===== src/rtl/vector_exec_wb.sv =====
// ---------------------------------------------------------------------------
// vector_exec_wb
//
// Execute / memory / writeback back-end of the vectorial encryption CPU.
// Takes the decode-stage execute bundle, runs four independent 16-bit lane
// ALUs, issues vector stores to data memory, computes the loop-counter
// update and hands the writeback bundle back to the decode/register-file
// stage.
//
// Pipeline: E bundle -> EX/MEM register -> MEM/WB register.
//   Store strobe/address/data come straight out of EX/MEM (1-cycle latency).
//   Lane results, destination, counter update and zeroFlag come out of
//   MEM/WB (2-cycle latency).
//
// Configuration macro: VEC_ROT_EN
//   defined   : ALU op 110 is a per-lane rotate-left by dataOp2[3:0]
//   undefined : no rotator is built, op 110 behaves as 111 (pass B)
//
// Ports:
//   clk, rst                 clock, asynchronous active-low reset
//   RDx1E / RDx2E            lane 0..3 operands A / B
//   dataOp1                  store address / counter source
//   dataOp2                  shift / rotate amount in [3:0]
//   RdE, regWriteE           destination register and its write enable
//   memWriteE                store the four operand-B lanes
//   updateCnt                decrement the loop counter
//   aluControlE              lane ALU operation
//   memWe, memAddr, memWdata store strobe, address, data (lane 3 on top)
//   regWriteWB, RdestW       register-file write enable and address
//   res0..res3               lane results
//   updateCount, resCount    counter write enable and new counter value
//   zeroFlag                 registered, sticky counter-zero flag
// ---------------------------------------------------------------------------
module vector_exec_wb #(
    parameter int ADDR_W = 12
) (
    input  logic              clk,
    input  logic              rst,
    input  logic [15:0]       RD01E,
    input  logic [15:0]       RD11E,
    input  logic [15:0]       RD21E,
    input  logic [15:0]       RD31E,
    input  logic [15:0]       RD02E,
    input  logic [15:0]       RD12E,
    input  logic [15:0]       RD22E,
    input  logic [15:0]       RD32E,
    input  logic [15:0]       dataOp1,
    input  logic [15:0]       dataOp2,
    input  logic [3:0]        RdE,
    input  logic              regWriteE,
    input  logic              memWriteE,
    input  logic              updateCnt,
    input  logic [2:0]        aluControlE,
    output logic              memWe,
    output logic [ADDR_W-1:0] memAddr,
    output logic [63:0]       memWdata,
    output logic              regWriteWB,
    output logic [3:0]        RdestW,
    output logic [15:0]       res0,
    output logic [15:0]       res1,
    output logic [15:0]       res2,
    output logic [15:0]       res3,
    output logic              updateCount,
    output logic [15:0]       resCount,
    output logic              zeroFlag
);

    // One lane of the ALU; every lane is identical and independent.
    function automatic logic [15:0] alu_lane(
        input logic [2:0]  op,
        input logic [15:0] a,
        input logic [15:0] b,
        input logic [3:0]  amt
    );
        logic [15:0] r;
`ifdef VEC_ROT_EN
        logic [31:0] rot;
        // Rotating the doubled word keeps amount 0 well defined (no 16-bit
        // right shift, which would otherwise be needed for the wrap part).
        rot = {a, a} << amt;
`endif
        case (op)
            3'b000:  r = a + b;
            3'b001:  r = a - b;
            3'b010:  r = a ^ b;
            3'b011:  r = a & b;
            3'b100:  r = a | b;
            3'b101:  r = a << amt;
`ifdef VEC_ROT_EN
            3'b110:  r = rot[31:16];
`else
            3'b110:  r = b;
`endif
            default: r = b;
        endcase
        return r;
    endfunction

    logic [15:0] lane_a   [4];
    logic [15:0] lane_b   [4];
    logic [15:0] lane_res [4];

    // Only the low ADDR_W bits of the address and the low nibble of the
    // shift amount are architecturally meaningful.
    logic unused_bits;
    assign unused_bits = ^{dataOp1[15:ADDR_W], dataOp2[15:4]};

    // Lane ALUs
    always_comb begin
        lane_a[0] = RD01E;
        lane_a[1] = RD11E;
        lane_a[2] = RD21E;
        lane_a[3] = RD31E;
        lane_b[0] = RD02E;
        lane_b[1] = RD12E;
        lane_b[2] = RD22E;
        lane_b[3] = RD32E;
        for (int i = 0; i < 4; i++) begin
            lane_res[i] = alu_lane(aluControlE, lane_a[i], lane_b[i], dataOp2[3:0]);
        end
    end

    // EX/MEM stage state
    logic        exm_reg_write;
    logic [3:0]  exm_rd;
    logic [15:0] exm_res [4];
    logic        exm_update;
    logic [15:0] exm_cnt;

    // EX/MEM register. Strobes are captured every cycle so bubbles clear
    // them; payloads only load when their strobe is set and otherwise hold.
    // The store port is driven directly from this stage.
    always_ff @(posedge clk or negedge rst) begin
        if (!rst) begin
            exm_reg_write <= 1'b0;
            exm_rd        <= '0;
            exm_update    <= 1'b0;
            exm_cnt       <= '0;
            memWe         <= 1'b0;
            memAddr       <= '0;
            memWdata      <= '0;
            for (int i = 0; i < 4; i++) begin
                exm_res[i] <= '0;
            end
        end else begin
            exm_reg_write <= regWriteE;
            exm_update    <= updateCnt;
            memWe         <= memWriteE;
            if (regWriteE) begin
                exm_rd <= RdE;
                for (int i = 0; i < 4; i++) begin
                    exm_res[i] <= lane_res[i];
                end
            end
            if (updateCnt) begin
                exm_cnt <= dataOp1 - 16'd1;
            end
            if (memWriteE) begin
                memAddr  <= dataOp1[ADDR_W-1:0];
                memWdata <= {RD32E, RD22E, RD12E, RD02E};
            end
        end
    end

    // MEM/WB register. Results and destination hold across bubbles with
    // regWriteWB low. zeroFlag is only refreshed together with a counter
    // update, which makes it sticky between updates.
    always_ff @(posedge clk or negedge rst) begin
        if (!rst) begin
            regWriteWB  <= 1'b0;
            RdestW      <= '0;
            res0        <= '0;
            res1        <= '0;
            res2        <= '0;
            res3        <= '0;
            updateCount <= 1'b0;
            resCount    <= '0;
            zeroFlag    <= 1'b0;
        end else begin
            regWriteWB  <= exm_reg_write;
            updateCount <= exm_update;
            if (exm_reg_write) begin
                RdestW <= exm_rd;
                res0   <= exm_res[0];
                res1   <= exm_res[1];
                res2   <= exm_res[2];
                res3   <= exm_res[3];
            end
            if (exm_update) begin
                resCount <= exm_cnt;
                zeroFlag <= (exm_cnt == 16'd0);
            end
        end
    end

endmodule

===== config.mk =====
export PLATFORM = sky130hd
export DESIGN_NAME = vector_exec_wb
export DESIGN_NICKNAME = d
export VERILOG_FILES = /design/src/rtl/vector_exec_wb.sv
export SDC_FILE = /design/constraint.sdc
export NUM_CORES = 1
export LEC_CHECK = 0
export ABC_AREA = 1
export CAP_MARGIN = 5
export CELL_PAD_IN_SITES_DETAIL_PLACEMENT = 1
export CELL_PAD_IN_SITES_GLOBAL_PLACEMENT = 2
export CORE_AREA = 2 2 311 221
export DETAILED_ROUTE_END_ITERATION = 6
export DIE_AREA = 0 0 313 223
export PLACE_DENSITY = 0.88
export SLEW_MARGIN = 20
export SYNTH_ARGS = -nofsm -noshare
export SYNTH_HDL_FRONTEND = slang
export SYNTH_SLANG_ARGS = --single-unit

===== constraint.sdc =====
create_clock -name clk -period 1.8 [get_ports clk]
set_clock_uncertainty 0.1 [all_clocks]
set_input_delay 0.36 -clock clk [delete_from_list [all_inputs] [get_ports clk]]
set_output_delay 0.36 -clock clk [all_outputs]
set_load 0.05 [all_outputs]

After elaboration in Yosys (flattened, before gate mapping):

Index checks and enable logic that the tools add are counted.

* $mul: 0
* shift operators: 4
* add/sub/neg operators: 9
* $lt $le $gt $ge: 0
* reductions and logical operators: 2
* muxes and demuxes: 4
* bitwise operators: 12
* div/mod/pow operators: 0
* equality and inequality tests: 5

Operators with widths (count)
* $pmux 16 s6: 4
* $add 16x16->16: 4
* $and 16x16->16: 4
* $or 16x16->16: 4
* $shl 16x4->16: 4
* $sub 16x16->16: 4
* $xor 16x16->16: 4
* $logic_not 16->1: 1
* $sub 16x1->16 const B: 1
* $eq 3x2->1 const B: 2
* $eq 3x3->1 const B: 2
* $eq 3x1->1 const B: 1
* $logic_not 3->1: 1

* word-level logic and storage cells: 56
* input port bits: 172
* output and inout bits: 164
* memories: 0
* bits in read-only memories: 0
* bits in registers: 250
* RAM bits: 0
* latch bits: 0

Depth between registers and ports, before layout:

* depth after elaboration: 2
* gate-level depth with buffers: 23

Worst setup path before layout:

No wires, ideal clock.

* kind: input -> register
* from: in aluControlE[2]
* to: reg exm_res[55] (netlist bit)
* buffers on the path: 3
* path slack: -0.972 ns
* arrival time: 2.556 ns
* data required time: 1.583 ns
* cell stages on the path: 19
* cell sequence: buf_4 inv_2 nand2_1 buf_2 buf_2 nand2_1 o21ai_1 xor2_1 inv_1 ha_1 nand2_1 inv_1 a21oi_1 nand2_1 or2_2 nand3_1 o211ai_1 nand2_1 nand2_1

* cells in the longest elaborated chain, start to end: 2
* elaborated cells on any way between the ends: 7
* those cells by class: eq/ne: 5; mux: 1; reduce/logical: 1

RTL lines
* start, declared: RTL line 53 `input logic [2:0] aluControlE,`
* $eq 3x3->1, or another cell as far along: RTL line 82 `case (op)`
* $pmux 16 s6 *: RTL line 82
* end signal, assigned by index: RTL line 152 `exm_res[i] <= lane_res[i];`
* end, declared: RTL line 126 `logic [15:0] exm_res [4];`

Every way passes the cells marked *; elsewhere a longest branch is shown, timed or not.
A chain may end at the register's enable or synchronous reset.

Worst setup path in the final report:

* from: in aluControlE[0]
* to: reg exm_res[39] (netlist bit)

Same word-level chain as after synthesis.

==> flow_summary.json <==
{
  "grt_util_met1_pct": 39.9,
  "hold_viol_final": 0,
  "violations": "negative setup slack",
  "synth.area.top_cells": "dfrtp_1, nand2_1, ha_1",
  "cts_max_level": 1,
  "rrSetupSlack_ns": 0.42,
  "synth_simple_gate_area_share_pct": 27.1,
  "grt-ovfl-total": 0,
  "synth.mux.area_fraction_pct": 3.79,
  "antenna_found_initial": 8,
  "first_pass_iters": 6,
  "insertion_delay_ns": 0.61,
  "ys_types": 40,
  "worstPathArrival_ns": 3.00,
  "finalSetupTns_ns": -27.78,
  "die_w_um": 313,
  "r2r-end": "res1[5]",
  "synth_ff_type": "dfrtp_1",
  "syn-num-nets": 3324,
  "syn_area_per_cell_um2": 6.95,
  "cp-start-kind": "primary input",
  "io_buffers": 323,
  "via_count": 24800,
  "fill_cells": 8057,
  "outcome": "finished with violations",
  "drive_above_1_share_pct": 39.9,
  "grt_max_degree": 70,
  "synth_top_family_by_area": "simple AND/OR/NAND/NOR gates",
  "cts_root_buf": "clkbuf_16",
  "endpoint_kind": "flip-flop",
  "worstPathRequired_ns": 2.24,
  "yosysSeqAreaShare_pct": 30.5,
  "place_ws_ns": -1.80,
  "power_frac_seq_pct": 27.4,
  "syn2layout_area_growth_pct": 66.2,
  "worst_slack_ns": -0.759,
  "grt_pass1_vias": 25700,
  "r2r-start": "exm_reg_write",
  "multiInputGateArea_um2": 15300,
  "p_leak_nw": 17.0,
  "grt_busiest_layer": "met2",
  "min_period_over_period_pct": 142,
  "p_sw_w": 0.0103,
  "vias_per_cell": 5.14,
  "power_density_nw_per_um2": 736,
  "crit_fanout": 5,
  "gp_congestion": 0.922,
  "seqCellArea_um2": 6260,
  "critical_path_class": "in -> reg",
  "yosysTopAreaCell": "dfrtp_1",
  "cts.clk_slew.worst_paths_ns": 0.07,
  "finalCriticalPeriod_ns": 2.56,
  "yosysMostFrequentCell": "nand2_1",
  "drv_slew": 0,
  "wirelength_mm": 106,
  "cts_max_path_buffers": 3,
  "drtIter0Drc": 1803,
  "drtAntennaViolNets": 0,
  "use_met2_pct": 45.4,
  "use_met3_pct": 4.21,
  "cts.sinks": 250,
  "grt_pass1_wl_mm": 154,
  "synthAdderAreaFrac_pct": 12.1,
  "synth_compound_area_share_pct": 15.0,
  "hpwl_mm": 77.5,
  "ys_ff_latch": 250,
  "num_rows": 80,
  "maxCapViolations": 0,
  "p_comb_share_pct": 46.7,
  "ir_worst_vdd_uv": 786,
  "synthCells": 2955,
  "cp-startpoint": "aluControlE[0]",
  "pin_count": 336,
  "fp.dieH_um": 223,
  "synth_common_cells": "nand2_1, inv_1, nor2_1",
  "pwr-share-clk_pct": 25.9,
  "hold_class": "in -> async",
  "worstMarginPinSlew_ns": 0.525,
  "rsz0062_at_grt": "true",
  "synthXorXnorAreaFrac_pct": 2.69,
  "core_area_um2": 67200,
  "power_w": 0.0251,
  "async_flop_share_pct": 100,
  "relSlewSlack_pct": 65.0,
  "drc": 0,
  "yosys_warnings": 0,
  "grt.total_usage_pct": 28.4,
  "synthesis.area_um2": 20500,
  "synth-edff-count": 0,
  "fin_nets": 4264,
  "fmax_mhz": 391,
  "cts_buffers": 30,
  "yosysTopAreaCellShare_pct": 30.5,
  "die-area_um2": 69800,
  "endpoint": "exm_res[39]",
  "rr_worst_depth": 2,
  "switching_share_pct": 41.1,
  "start_util_pct": 30.6,
  "cts_tree": "done",
  "wl_per_cell_um": 21.9,
  "setup_viol": 57,
  "cell_internal_pwr_w": 0.0148
}
-- cells in the final DEF, fill, tap and decap left out, types with 104 or more instances in the layout --
cell type	netlist	final
ha_1	193	147
inv_1	298	245
a21oi_1	260	195
nand2_1	871	717
nand3_1	155	110
o21ai_0	154	109
clkdlybuf4s50_1	0	104
nor2_1	263	210
dfrtp_1	250	248
buf_4	9	771
-- registers in the layout (all words and copies together), names as in the netlist, 4 cells and up --
| signal | flops |
|---|---|
| exm_res | 64 |
| memWdata | 64 |
| exm_cnt | 16 |
| res0 | 16 |
| res1 | 16 |
| res2 | 16 |
| res3 | 16 |
| resCount | 16 |
| memAddr | 12 |
| RdestW | 4 |
| exm_rd | 4 |
-- through the flow --
step | area, µm² | hold slack, ns | instances | utilization, %
4_1_cts | 32900 | 0.00951 | 4781 | 49.0
3_3_place_gp | 29600 | 0.0955 | 4653 | 44.1
3_5_place_dp | 29600 | 0.0925 | 4653 | 44.1
2_1_floorplan | 21100 | -0.0356 | 2955 | -
5_1_grt | 34100 | 0.0331 | 4824 | 50.8
6_report | 34100 | 0.0485 | 4824 | 50.8
-- worst min path at each step --
stage | start | end
after floorplan | rst | RdestW[0]
after global placement | rst | exm_rd[2]
after detailed placement | rst | exm_rd[2]
after CTS | RD02E[0] | memWdata[0]
after global routing | rst | RdestW[2]
final | rst | exm_rd[2]
-- power by group through the flow --
| stage | clock network [W] | logic, W | registers [W] |
|---|---|---|---|
| global route | 0.00687 | 0.0125 | 0.00697 |
| floorplan | 0 | 0.00350 | 0.00850 |
| global placement | 0 | 0.00942 | 0.00693 |
| finish | 0.00650 | 0.0117 | 0.00689 |
| detailed placement | 0 | 0.00966 | 0.00697 |
| CTS | 0.00662 | 0.0108 | 0.00688 |
-- what timing repair did --
item | in CTS | in global routing
gates resized for setup | 591 | 248
buffers inserted | 77 | 48
pin swaps | 310 | 237
hold buffers | 3 | 0
gates cloned | 1 | 0
endpoints found under the setup margin | 64 | 62
hold endpoints to repair | 256 | 0
-- critical path, cell delays in order --
cell and delay (ns):
buf_8 0.10, inv_4 0.05, nor2_4 0.04, nand2_4 0.14, inv_4 0.06, buf_12 0.13
buf_12 0.13, buf_4 0.14, or2_4 0.22, xor2_1 0.14, inv_1 0.09, ha_4 0.26
nand2_4 0.09, nand2_4 0.08, a21oi_4 0.14, nand2_4 0.10, a21oi_2 0.18, o21ai_2 0.08
o211ai_1 0.21, nand2_1 0.15, nand2_1 0.08
-- kinds of logic (layout without fill, tap and decap cells) --
kind of cell	Yosys count	in the layout
xor gates and xnor gates	63	63
DFF	250	250
other	0	8
and+or+nand+nor	1371	1371
buffers and inverters	443	1402
muxes	70	70
AOI/OAI and AO/OA	561	561
adders and majority gates	197	197
-- final cells by class --
cell class,count,area share (%)
antenna,8,0.0587
clock buffer,35,2.34
clock inverter,16,0.616
inverter,304,3.60
multi-input combinational,2262,44.7
sequential,250,18.3
tap,902,3.31
timing repair buffer,1047,27.0
-- metal layers --
layer / vias up / share of wire (%)
li1: 11500 / -
met1: 12400 / 46
met2: 706 / 46
met3: 165 / 5.3
met4: 0 / 3.2
met5: - / 0
Note: power is estimated with default switching activity, not from simulation.
